### config.mk
export PLATFORM = sky130hd
export DESIGN_NAME = id_ex_pipe
export DESIGN_NICKNAME = d
export VERILOG_FILES = /design/src/rtl/id_ex_pipe.sv
export SDC_FILE = /design/constraint.sdc
export NUM_CORES = 1
export LEC_CHECK = 0
export ABC_CLOCK_PERIOD_IN_PS = 7100
export CELL_PAD_IN_SITES_DETAIL_PLACEMENT = 1
export CELL_PAD_IN_SITES_GLOBAL_PLACEMENT = 2
export CORE_UTILIZATION = 26
export DETAILED_ROUTE_END_ITERATION = 16
export PLACE_DENSITY = 0.71
export SYNTH_ARGS = -nofsm -noshare
export SYNTH_HDL_FRONTEND = slang
export SYNTH_SLANG_ARGS = --single-unit
### constraint.sdc
create_clock -name clk -period 7.1 [get_ports clk]
set_clock_uncertainty 0.15 [all_clocks]
set_input_delay 1.42 -clock clk [delete_from_list [all_inputs] [get_ports clk]]
set_output_delay 1.42 -clock clk [all_outputs]
set_load 0.005 [all_outputs]
### src/rtl/id_ex_pipe.sv
// ID->EX pipeline stage: 2-entry skid buffer (MAIN presented, SKID overflow) feeding the ALU.
// Optional EX/MEM and MEM/WB operand forwarding is enabled by defining FORWARDING_EN.
module id_ex_pipe #(
   parameter int DATA_W     = 32,
   parameter int ALU_OP_W   = 4,
   parameter int REG_ADDR_W = 5
) (
   input  logic                  clk,
   input  logic                  rst,
   input  logic                  flush,
   input  logic                  in_valid,
   output logic                  in_ready,
   input  logic [ALU_OP_W-1:0]   in_alu_op,
   input  logic                  in_alu_src,
   input  logic                  in_reg_write,
   input  logic [REG_ADDR_W-1:0] in_rs,
   input  logic [REG_ADDR_W-1:0] in_rt,
   input  logic [REG_ADDR_W-1:0] in_rd,
   input  logic [DATA_W-1:0]     in_data1,
   input  logic [DATA_W-1:0]     in_data2,
   input  logic [DATA_W-1:0]     in_imm,
   output logic                  out_valid,
   input  logic                  out_ready,
   output logic [ALU_OP_W-1:0]   out_alu_op,
   output logic                  out_alu_src,
   output logic                  out_reg_write,
   output logic [REG_ADDR_W-1:0] out_rd,
   output logic [DATA_W-1:0]     out_data1,
   output logic [DATA_W-1:0]     out_data2,
   output logic [DATA_W-1:0]     out_imm,
   input  logic                  exm_reg_write,
   input  logic [REG_ADDR_W-1:0] exm_rd,
   input  logic [DATA_W-1:0]     exm_result,
   input  logic                  mwb_reg_write,
   input  logic [REG_ADDR_W-1:0] mwb_rd,
   input  logic [DATA_W-1:0]     mwb_result
);

   // state | meaning
   // EMPTY | no entry held, out_valid=0
   // BUSY  | MAIN held and presented, SKID free
   // FULL  | MAIN presented, SKID holds the next entry, in_ready=0
   typedef enum logic [1:0] {
      EMPTY = 2'd0,
      BUSY  = 2'd1,
      FULL  = 2'd2
   } state_t;

   typedef struct packed {
      logic [ALU_OP_W-1:0]   op;
      logic                  src;
      logic                  reg_write;
      logic [REG_ADDR_W-1:0] rs;
      logic [REG_ADDR_W-1:0] rt;
      logic [REG_ADDR_W-1:0] rd;
      logic [DATA_W-1:0]     data1;
      logic [DATA_W-1:0]     data2;
      logic [DATA_W-1:0]     imm;
   } entry_t;

   state_t state, state_nx;
   entry_t main_q, skid_q, in_entry;
   logic   in_ready_q;
   logic   in_fire, out_fire;
   logic   load_main, load_skid, main_from_skid;

   assign in_entry = '{op: in_alu_op, src: in_alu_src, reg_write: in_reg_write,
                       rs: in_rs, rt: in_rt, rd: in_rd,
                       data1: in_data1, data2: in_data2, imm: in_imm};

   assign in_ready  = in_ready_q;
   assign out_valid = (state != EMPTY);
   assign in_fire   = in_valid & in_ready_q;
   assign out_fire  = out_valid & out_ready;

   always_ff @(posedge clk or posedge rst) begin
      if (rst) begin
         state      <= EMPTY;
         in_ready_q <= 1'b1;
      end else begin
         state      <= state_nx;
         in_ready_q <= (state_nx != FULL);
      end
   end

   always_comb begin
      state_nx       = state;
      load_main      = 1'b0;
      load_skid      = 1'b0;
      main_from_skid = 1'b0;
      if (flush) begin
         state_nx = EMPTY;
      end else begin
         case (state)
            EMPTY: begin
               if (in_fire) begin
                  state_nx  = BUSY;
                  load_main = 1'b1;
               end
            end
            BUSY: begin
               if (in_fire && out_fire) begin
                  load_main = 1'b1;
               end else if (in_fire) begin
                  state_nx  = FULL;
                  load_skid = 1'b1;
               end else if (out_fire) begin
                  state_nx = EMPTY;
               end
            end
            FULL: begin
               if (out_fire) begin
                  state_nx       = BUSY;
                  load_main      = 1'b1;
                  main_from_skid = 1'b1;
               end
            end
            default: state_nx = EMPTY;
         endcase
      end
   end

   always_ff @(posedge clk or posedge rst) begin
      if (rst) begin
         main_q <= '0;
         skid_q <= '0;
      end else begin
         if (load_main) main_q <= main_from_skid ? skid_q : in_entry;
         if (load_skid) skid_q <= in_entry;
      end
   end

   assign out_alu_op    = main_q.op;
   assign out_alu_src   = main_q.src;
   assign out_reg_write = main_q.reg_write;
   assign out_rd        = main_q.rd;
   assign out_imm       = main_q.imm;

`ifdef FORWARDING_EN
   // Evaluated on MAIN every cycle so a stalled entry keeps picking up newer results.
   function automatic logic [DATA_W-1:0] fwd(input logic [REG_ADDR_W-1:0] src,
                                             input logic [DATA_W-1:0]     stored,
                                             input logic                  exm_we,
                                             input logic [REG_ADDR_W-1:0] exm_a,
                                             input logic [DATA_W-1:0]     exm_d,
                                             input logic                  mwb_we,
                                             input logic [REG_ADDR_W-1:0] mwb_a,
                                             input logic [DATA_W-1:0]     mwb_d);
      if (src == '0)                      return stored;
      else if (exm_we && (exm_a == src)) return exm_d;
      else if (mwb_we && (mwb_a == src)) return mwb_d;
      else                               return stored;
   endfunction

   assign out_data1 = fwd(main_q.rs, main_q.data1, exm_reg_write, exm_rd, exm_result,
                          mwb_reg_write, mwb_rd, mwb_result);
   assign out_data2 = fwd(main_q.rt, main_q.data2, exm_reg_write, exm_rd, exm_result,
                          mwb_reg_write, mwb_rd, mwb_result);
`else
   logic unused_fwd;
   assign unused_fwd = ^{exm_reg_write, exm_rd, exm_result, mwb_reg_write, mwb_rd, mwb_result,
                         main_q.rs, main_q.rt};
   assign out_data1 = main_q.data1;
   assign out_data2 = main_q.data2;
`endif

endmodule

# --- Word-level counts from Yosys, hierarchy flattened ---
# Index checks and enable logic that the tools add are counted.
word_totals:
  reg_bits: 227
  in_bits: 198
  output_inout_bits: 109
  wordCells: 44
classes:
  n_eq_ne: 3
  n_mux: 18
  bitwise: 2
  reduce_logical: 3
ops:
  columns: ["cell", "n"]
  rows:
  - ["two-way mux 117 bit", 1]
  - ["two-way mux 2 bit", 6]
  - ["two-way mux 1 bit", 9]
  - ["one-hot mux 2 bit (3 select lines)", 1]
  - ["one-hot mux 1 bit (3 select lines)", 1]
  - ["AND 1 bit", 2]
  - ["equality test 2 x 1 -> 1 bit, second input constant", 1]
  - ["equality test 2 bit, second input constant", 1]
  - ["logical NOT 2 bit", 1]
  - ["inequality test 2 bit, second input constant", 1]
  - ["nonzero test 2 bit", 1]
  - ["logical AND 1 bit", 1]

# --- Logic depth before layout (Yosys ltp) ---
# Gate-level depths: netlist of run 1.
depth:
  word_depth: 8
  depth_mapped: 8
  depth_no_buf: 4

# --- Worst setup path before layout of run 1 ---
# Ideal clock, no wire load.
synth_path:
  kind: "input to register"
  from: "input port in_valid"
  to: "register skid_q[113] in the netlist's numbering"
  arrival_time_ns: 2.609
  required_ns: 6.825
  slack_ns: 4.216
  cell_stages: 6
  cell_sequence: "and2_1 buf_2 nand3_1 buf_2 buf_4 mux2_2"
synth_via:
  elab_chain_len: 5
synth_lines:
  columns: ["item", "line_no", "rtl"]
  rows:
  - ["from (decl)", "11", "input logic in_valid,"]
  - ["AND 1 bit (*)", "73", "assign in_fire = in_valid & in_ready_q;"]
  - ["two-way mux 1 bit / logical AND 1 bit (equally long branches)", "104, 102", null]
  - ["two-way mux 1 bit (*)", "102", "if (in_fire && out_fire) begin"]
  - ["two-way mux 1 bit (*)", "94", "case (state)"]
  - ["two-way mux 1 bit (*)", "91", "if (flush) begin"]
  - ["to (signal assigned)", "129", "if (load_skid) skid_q <= in_entry;"]
  - ["to (decl)", "62", "entry_t main_q, skid_q, in_entry;"]
# Every way passes the cells marked *; elsewhere a longest branch is shown, timed or not.
# A chain may end at the register's enable or synchronous reset.

# --- Final worst setup path of run 1 ---
layout_path:
  from: "input port flush"
  to: "register main_q (netlist bit out_data1[28])"
layout_via:
  elab_chain_len: 2
layout_lines:
  columns: ["item", "line_no", "rtl"]
  rows:
  - ["from (decl)", "10", "input logic flush,"]
  - ["two-way mux 1 bit", "91", null]
  - ["two-way mux 117 bit", "128", "if (load_main) main_q <= main_from_skid ? skid_q : in_entry;"]
  - ["to (signal assigned)", "128", null]
  - ["to (decl)", "62", null]
# Parallel ways exist; a longest one is shown, timed or not.

==> results of run 1 <==
[final timing paths]
kind,start,to,depth (start not counted)
max,flush,out_data1[28],6
max reg2reg,state[1],out_data1[28],5
min reg2reg,out_imm[4],out_imm[4],2
max in group asynchronous,rst,out_data2[11],3
min in group asynchronous,rst,skid_q[113],2
min,out_imm[4],out_imm[4],2
[power breakdown]
| part | total, W | switching (W) | internal (W) |
|---|---|---|---|
| Combinational | 0.000692 | 0.000248 | 0.000444 |
| Sequential | 0.00168 | 0.000145 | 0.00154 |
| Clock | 0.00141 | 0.000514 | 0.000891 |
| Total | 0.00378 | 0.000907 | 0.00287 |
[per-layer routing]
metal	GRT usage, %	vias up	routed length, um
met4	2.92	8	393
li1	-	2877	-
met1	16.9	3020	10300
met2	19.3	168	9740
met5	0	-	53
met3	5.18	41	2090
[Yosys cell counts]
cell	n	area share (%)
a211o_1	1	0.097
a31oi_4	1	0.23
and2_1	1	0.069
and4bb_1	1	0.14
buf_2	21	1.2
buf_4	6	0.50
buf_6	9	1.1
clkbuf_1	6	0.25
clkbuf_2	4	0.22
clkbuf_4	1	0.083
dfrtp_1	216	60
dfstp_2	1	0.29
inv_1	2	0.083
mux2_2	107	13
mux2i_1	109	12
nand2_1	107	4.4
nand2b_1	2	0.14
nand3_1	1	0.055
nand3b_1	1	0.083
nor2_1	2	0.083
nor2b_1	1	0.069
o21ai_0	93	5.1
o21ai_1	14	0.77
o22a_1	1	0.097
or2_2	1	0.069
[sequential cells by signal (all words and copies together), names as in the netlist]
register	count
in_ready	1
skid_q	107
out_rd	5
out_alu_src	1
out_data1	32
out_alu_op	4
state	2
out_reg_write	1
out_imm	32
out_data2	32
[placed cells by master (no fill, tap or decap), types with 11 or more instances in the layout]
master           count
clkbuf_1            11
clkbuf_16           27
clkdlybuf4s50_1    220
dfrtp_1            216
mux2_2             107
mux2i_1            109
nand2_1            107
o21ai_0             93
o21ai_1             14
[cell type report]
class,count,share of cell area (%)
well taps,455,4.53
multi-input cells,443,26.7
clock buffers,46,6.58
repair buffers,229,18.2
flip-flops and latches,217,43.2
inverters,2,0.0896
clock inverters,3,0.717
[metrics by stage]
step	std cells	power (W)	hold WS [ps]
2_1_floorplan	709	0.00201	320
3_3_place_gp	1346	0.00238	310
3_5_place_dp	1346	0.00241	320
4_1_cts	1395	0.00386	333
5_1_grt	1395	0.00401	346
6_report	1395	0.00378	325
[cell families after synthesis]
kind of cell	synth area share, %
buffers and inverters	3.41
AO/OA/AOI/OAI	6.33
AND/OR/NAND/NOR	5.13
flip-flops	59.8
multiplexers	25.3
[worst max-delay path, delay by kind of cell]
family | cells | cell delay (ps)
AO/OA/AOI/OAI | 2 | 420
buffers and inverters | 3 | 1670
AND/OR/NAND/NOR | 1 | 440
==> results.ini, run 1 <==
[finish]
seq_area_sq_um=5430
nFillCells=3681
multi_input_area_sq_um=3350
n_antenna_cell=0
area_growth_syn_to_layout_pct=38.4
layout-drive-gt1-share_pct=17.0
final_core_utilization_pct=36.5
final_area_sq_um=12600
final_nets=1118

[sta]
worst_slack_ps=3270
tns_ps=0
finalCriticalPeriod_ps=3830
hold_viol=0
setup_viol=0
rsz0062_at_grt=false
slew_headroom_pct=32.6
tightest_slew_ps=1010
clock.fmax_mhz=261
maxSlewViolCount=0
fin_crit_sh_pct=54.0

[setup_path]
regToRegSetupSlack_ps=4260
cp.arrival_ps=4050
crit_required_ps=7320
max_stage_delay_ps=660
slowest_stage=buf_4
crit_path_max_fanout=72
cpMostUsedCell=buf_4
worstPathCellList=clkdlybuf4s50_1 > and4bb_4 > a31oi_4 > buf_4 > buf_4 > o21ai_0
end_kind=register
crit_type=in -> reg
start_kind=primary input

[yosys]
syn-instance-count=709
ys_seq_area_share_pct=59.8
ys_types=25
ys_ff_latch=217
syn-cell-area_sq_um=9080
yosys_warnings=0
syn-num-nets=907
syn_avg_cell_area_sq_um=12.8

[grt]
grtUsageTotal_pct=12.7
grt_pass1_wl_um=36300
overflow=0
antenna_found_initial=4
grt_max_degree=113
grt_pass1_vias=6400

[floorplan]
io_pins=307
placementRows=68
die_y_um=189
core_area_sq_um=34500
die-area_sq_um=35700
start_util_pct=26.3
die_w_um=189

[drt]
ant_nets=0
routed_wirelength_um=22500
drtIter0Drc=175
vias_per_cell=4.38
drc=0
dr.pass1.iters=4
avgRoutedWirePerCell_um=16.2
num_vias=6114

[cts]
post_cts_buffers=0
cts_resized=0
cts_tree=done
path_clk_slew_ps=60
cts-root-buf=clkbuf_16
clock-sinks=217
htreeDepth=1
ctsHoldBuffers=0
numCtsBuffers=27
cts_buffer_depth=3
insertion_delay_ps=520

[power_and_ir_drop]
cellPowerDensity_nw_per_um2=301
vdd_drop_max_mv=0.167
p_leak_nw=5.16

[placement]
pre_cts_slack_ps=2680
placed_area_sq_um=11600
gp_congestion=0.714
dp.final_hpwl_um=14400
io_buffers=220

[flow_run]
drv_cap=0

[min_path]
hold_class=reg -> reg

[outcome]
outcome=finished clean

No activity file was read; power rests on OpenSTA's default activity.
==> run 2, diff against run 1 <==
==> config.mk (replaced) <==
export PLATFORM = sky130hd
export DESIGN_NAME = id_ex_pipe
export DESIGN_NICKNAME = d
export VERILOG_FILES = /design/src/rtl/id_ex_pipe.sv
export SDC_FILE = /design/constraint.sdc
export NUM_CORES = 1
export LEC_CHECK = 0
export ABC_CLOCK_PERIOD_IN_PS = 3800
export CELL_PAD_IN_SITES_DETAIL_PLACEMENT = 1
export CELL_PAD_IN_SITES_GLOBAL_PLACEMENT = 2
export CORE_UTILIZATION = 29
export DETAILED_ROUTE_END_ITERATION = 16
export PLACE_DENSITY = 0.76
export SYNTH_ARGS = -nofsm -noshare
export SYNTH_HDL_FRONTEND = slang
export SYNTH_SLANG_ARGS = --single-unit
==> constraint.sdc (replaced) <==
create_clock -name clk -period 3.8 [get_ports clk]
set_clock_uncertainty 0.15 [all_clocks]
set_input_delay 0.76 -clock clk [delete_from_list [all_inputs] [get_ports clk]]
set_output_delay 0.76 -clock clk [all_outputs]
set_load 0.005 [all_outputs]
==> results.ini, run 2 (same netlist as run 1, synthesis figures left out) <==
[outcome]
outcome=finished clean  ; unchanged

[setup_path]
cp.arrival_ps=1770  ; was 4050 ps
crit_type=reg -> out  ; was in -> reg
path_buf_inv=1  ; was 3
crit_family=buffers and inverters  ; unchanged
crit_required_ps=2890  ; was 7320 ps
end_kind=output port  ; was register
start_kind=register  ; was primary input
slowest_stage=clkdlybuf4s50_1  ; was buf_4
reg2reg_depth=4  ; was 5
crit_path_max_fanout=7  ; was 72
max_stage_delay_ps=480  ; was 660 ps
worstPathCellList=or2_2 > clkdlybuf4s50_1  ; was clkdlybuf4s50_1 > and4bb_4 > a31oi_4 > buf_4 > buf_4 > o21ai_0
path_depth=2  ; was 6

[cts]
cts_resized=0  ; unchanged
cts-root-buf=clkbuf_16  ; unchanged
path_clk_slew_ps=60  ; about the same
numCtsBuffers=26  ; was 27
post_cts_buffers=0  ; unchanged
ctsHoldBuffers=0  ; unchanged
htreeDepth=1  ; unchanged
insertion_delay_ps=520  ; about the same
clock-sinks=217  ; unchanged
cts_tree=done  ; unchanged
cts_buffer_depth=3  ; unchanged

[power_and_ir_drop]
cellPowerDensity_nw_per_um2=557  ; was 301 nW/um^2
vdd_drop_max_mv=0.300  ; was 0.167 mV
power_w=0.00697  ; was 0.00378 W
p_leak_nw=5.18  ; was 5.16 nW

[grt]
grt_util_met1_pct=18.3  ; was 16.9%
grt_max_degree=146  ; was 113
antenna_found_initial=1  ; was 4
grtUsageTotal_pct=14.0  ; was 12.7%
busiest_layer=met2  ; unchanged
met3_usage_pct=5.09  ; was 5.18%
grt_util_met2_pct=21.9  ; was 19.3%
overflow=0  ; unchanged
grt_pass1_wl_um=35300  ; was 36300 um
grt_pass1_vias=6406  ; was 6400

[finish]
layout-drive-gt1-share_pct=17.1  ; was 17.0%
final_nets=1117  ; was 1118
final_common_cell=clkdlybuf4s50_1  ; unchanged
top_register=skid_q  ; unchanged
finalNonFillerCells=1333  ; was 1395
largest_register_ffs=107  ; unchanged
n_antenna_cell=0  ; unchanged
area_growth_syn_to_layout_pct=37.9  ; was 38.4%
layout_common_cells=clkdlybuf4s50_1, dfrtp_1, mux2i_1, mux2_2, nand2_1  ; unchanged
nFillCells=3267  ; was 3681

[drt]
avgRoutedWirePerCell_um=16.8  ; was 16.2 um
drtIter0Drc=167  ; was 175
dr.pass1.iters=4  ; unchanged
drc=0  ; unchanged
num_vias=6084  ; was 6114
routed_wirelength_um=22400  ; was 22500 um
ant_nets=0  ; unchanged
vias_per_cell=4.56  ; was 4.38

[sta]
finalCriticalPeriod_ps=2680
tightest_slew_ps=678  ; was 1010 ps
clock.fmax_mhz=373
rsz0062_at_grt=false  ; unchanged
hold_viol=0  ; unchanged
setup_viol=0  ; unchanged
tns_ps=0  ; unchanged
maxSlewViolCount=0  ; unchanged
fin_crit_sh_pct=70.5
slew_headroom_pct=54.8  ; was 32.6%

[min_path]
hold_class=reg -> reg  ; unchanged
whs_path_depth=2  ; unchanged

[flow_run]
drv_cap=0  ; unchanged

[floorplan]
die-area_sq_um=32000  ; was 35700 sq um
core_area_sq_um=30700  ; was 34500 sq um
die_y_um=179  ; was 189 um
die_w_um=179  ; was 189 um
start_util_pct=29.6  ; was 26.3%
io_pins=307  ; unchanged
placementRows=64  ; was 68

[placement]
dpl.cell_count=1287  ; was 1346
dp.final_hpwl_um=14100  ; was 14400 um
gp_congestion=0.697  ; was 0.714
io_buffers=220  ; unchanged

## run 2: layout make-up
class	instances	area [sq um]	area share [%]
sequential	217	5430	43.4
multi-input combinational	443	3350	26.8
timing repair buffer	229	2360	18.8
clock buffer	42	802	6.41
tap	396	495	3.96
clock inverter	4	70.1	0.560
inverter	2	11.3	0.0899
## run 2: worst register-to-register path, cell delays in order (launching register included)
cell,delay [ps]
dfstp_2,530
and2_1,310
nand3_4,380
buf_12,350
mux2_2,350
## run 2: final timing paths
check / slack [ps] / start / to
hold reg to reg: 330 / out_data2[12] / out_data2[12]
max in group asynchronous: 2340 / rst / out_data2[19]
setup reg to reg: 1610 / in_ready / skid_q[9]
hold / removal: 330 / out_data2[12] / out_data2[12]
min in group asynchronous: 600 / rst / out_imm[3]
setup / recovery: 1120 / state[1] / out_valid
## run 2: layer usage
metal  wire length, um  part of all wire [%]  up-vias
met5                13                 0.058        -
met4               413                   1.8        2
met3              2050                   9.2       38
met2             10000                    45      168
met1              9880                    44     2995
li1                  -                     -     2881
## run 2: per-stage QoR
step	setup slack [ps]	hold slack (ps)	cell area, sq um	utilization [%]
5_1_grt	1040	346	12500	40.8
3_3_place_gp	842	310	11600	38.0
3_5_place_dp	791	319	11600	38.0
6_report	1120	325	12500	40.8
2_1_floorplan	64.7	320	9080	-
4_1_cts	1080	332	12500	40.8
## run 2: power by group
part           internal, W  switching (W)  total [W]  leakage [nW]
sequential         0.00287       0.000275    0.00315          2.68
clock              0.00157       0.000953    0.00252         0.429
combinational     0.000836       0.000468    0.00130          2.07
==> run 3, diff against run 2 <==
==> config.mk (replaced) <==
export PLATFORM = sky130hd
export DESIGN_NAME = id_ex_pipe
export DESIGN_NICKNAME = d
export VERILOG_FILES = /design/src/rtl/id_ex_pipe.sv
export SDC_FILE = /design/constraint.sdc
export NUM_CORES = 1
export LEC_CHECK = 0
export ABC_CLOCK_PERIOD_IN_PS = 2200
export CELL_PAD_IN_SITES_DETAIL_PLACEMENT = 1
export CELL_PAD_IN_SITES_GLOBAL_PLACEMENT = 2
export CORE_UTILIZATION = 26
export DETAILED_ROUTE_END_ITERATION = 16
export PLACE_DENSITY = 0.71
export SYNTH_ARGS = -nofsm -noshare
export SYNTH_HDL_FRONTEND = slang
export SYNTH_SLANG_ARGS = --single-unit
==> constraint.sdc (replaced) <==
create_clock -name clk -period 2.2 [get_ports clk]
set_clock_uncertainty 0.15 [all_clocks]
set_input_delay 0.44 -clock clk [delete_from_list [all_inputs] [get_ports clk]]
set_output_delay 0.44 -clock clk [all_outputs]
set_load 0.005 [all_outputs]
==> results.ini, run 3 (same netlist as run 1, synthesis figures left out) <==
[sta]
rsz0062_at_grt=false  ; unchanged
tightest_slew_ps=289  ; was 678 ps
hold_viol=0  ; unchanged
slew_headroom_pct=80.8  ; was 54.8%
setup_viol=0  ; unchanged
finalCriticalPeriod_ps=2110
maxSlewViolCount=0  ; unchanged
fin_crit_sh_pct=96.1
tns_ps=0  ; unchanged
clock.fmax_mhz=473

[grt]
antenna_found_initial=2  ; was 1
grtUsageTotal_pct=13.3  ; was 14.0%
grt_max_degree=49  ; was 146
overflow=0  ; unchanged
grt_pass1_wl_um=37700  ; was 35300 um
grt_pass1_vias=6770  ; was 6406

[drt]
avgRoutedWirePerCell_um=16.2  ; was 16.8 um
drc=0  ; unchanged
wl_met3_um=2070  ; was 2050 um
drtIter0Drc=117  ; was 167
wl_met1_um=10700  ; was 9880 um
dr_wl_met2_um=10200  ; was 10000 um
dr.pass1.iters=4  ; unchanged
num_vias=6237  ; was 6084
ant_nets=0  ; unchanged
vias_per_cell=4.33  ; was 4.56
highest_layer=met5  ; unchanged
routed_wirelength_um=23300  ; was 22400 um

[power_and_ir_drop]
vdd_drop_max_mv=0.518  ; was 0.300 mV
cellPowerDensity_nw_per_um2=906  ; was 557 nW/um^2
p_leak_nw=5.49  ; was 5.18 nW

[cts]
clock-sinks=217  ; unchanged
ctsHoldBuffers=0  ; unchanged
cts_buffer_depth=3  ; unchanged
cts_tree=done  ; unchanged
insertion_delay_ps=530  ; was 520 ps
cts-root-buf=clkbuf_16  ; unchanged
path_clk_slew_ps=60  ; about the same
htreeDepth=1  ; unchanged
numCtsBuffers=26  ; unchanged

[placement]
dp.final_hpwl_um=16300  ; was 14100 um
gp_congestion=0.717  ; was 0.697
io_buffers=220  ; unchanged

[setup_path]
reg2reg_depth=6  ; was 4
start_kind=register  ; unchanged
cp-endpoint=out_valid  ; unchanged
crit_path_max_fanout=7  ; unchanged
critPathLaunch=state[0]  ; was state[1]
slowest_stage=dfrtp_2  ; was clkdlybuf4s50_1
cp.arrival_ps=1520  ; was 1770 ps
r2r-start=state[1]  ; was in_ready
end_kind=output port  ; unchanged
regToRegSetupSlack_ps=190  ; was 1610 ps
worstPathCellList=or2_2 > dlygate4sd2_1  ; was or2_2 > clkdlybuf4s50_1
reg2reg_to=skid_q[65]  ; was skid_q[9]
crit_required_ps=1610  ; was 2890 ps
crit_type=reg -> out  ; unchanged
max_stage_delay_ps=440  ; was 480 ps

[floorplan]
die_y_um=189  ; was 179 um
io_pins=307  ; unchanged
start_util_pct=26.3  ; was 29.6%
placementRows=68  ; was 64
core_area_sq_um=34500  ; was 30700 sq um
die-area_sq_um=35700  ; was 32000 sq um
die_w_um=189  ; was 179 um

[outcome]
outcome=finished clean  ; unchanged

[finish]
final_core_utilization_pct=38.2  ; was 40.8%
largest_register_ffs=107  ; unchanged
layout-drive-gt1-share_pct=21.6  ; was 17.1%
area_growth_syn_to_layout_pct=45.2  ; was 37.9%
final_nets=1165  ; was 1117
top_register=skid_q  ; unchanged
final_common_cell=clkdlybuf4s50_1  ; unchanged
n_antenna_cell=0  ; unchanged
layout_common_cells=clkdlybuf4s50_1, dfrtp_1, mux2i_1, mux2_2, nand2_1  ; unchanged
nFillCells=3657  ; was 3267

[min_path]
hold_class=in -> async  ; was reg -> reg

[flow_run]
drv_cap=0  ; unchanged

## run 3: critical path, delay by kind of cell (launching register included)
family	cells	cell delay (ps)
DFF	1	440
and+or+nand+nor	1	280
buffers and inverters	1	290
## run 3: cell type report
type	instances	area (sq um)	share of cell area (%)
timing repair buffer	277	2990	22.7
inverter	2	11.3	0.0855
clock inverter	11	82.6	0.627
tap	455	569	4.32
clock buffer	35	736	5.58
sequential	217	5430	41.2
multi-input combinational	443	3350	25.4
## run 3: report_power, final
group | total, W | internal (W) | switching, W | leakage, nW
clock network | 0.00414 | 0.00245 | 0.00170 | 0.410
registers | 0.00544 | 0.00496 | 0.000474 | 2.67
logic | 0.00236 | 0.00153 | 0.000827 | 2.41
total | 0.0119 | 0.00894 | 0.00300 | 5.49
## run 3: metrics by stage
step | instances | cell area [sq um] | setup slack, ps | hold WS, ps | power (W)
global placement | 1390 | 12300 | -109 | 311 | 0.00780
CTS | 1436 | 13100 | 6.06 | 157 | 0.0122
global route | 1440 | 13200 | 7.36 | 172 | 0.0127
detailed placement | 1390 | 12300 | -144 | 319 | 0.00791
finish | 1440 | 13200 | 86.6 | 182 | 0.0119
floorplan | 709 | 9080 | -1220 | 320 | 0.00648
## run 3: what timing repair did
item	CTS	global route
resized for setup	3	1
buffers inserted	0	4
setup endpoints to repair	2	1
## run 3: worst min path at each step
stage / from / endpoint / slack, ps
floorplan: out_alu_op[0] / out_alu_op[0] / 320
global placement: out_alu_op[0] / out_alu_op[0] / 310
detailed placement: out_imm[15] / out_imm[15] / 320
CTS: rst / skid_q[6] / 160
global route: rst / skid_q[19] / 170
finish: rst / out_imm[3] / 180
## run 3: routing by layer
metal  vias up  GRT usage, %
li1       2971             -
met1      3063          17.7
met2       171          20.5
met3        28          5.08
met4         4          2.73
met5         -             0
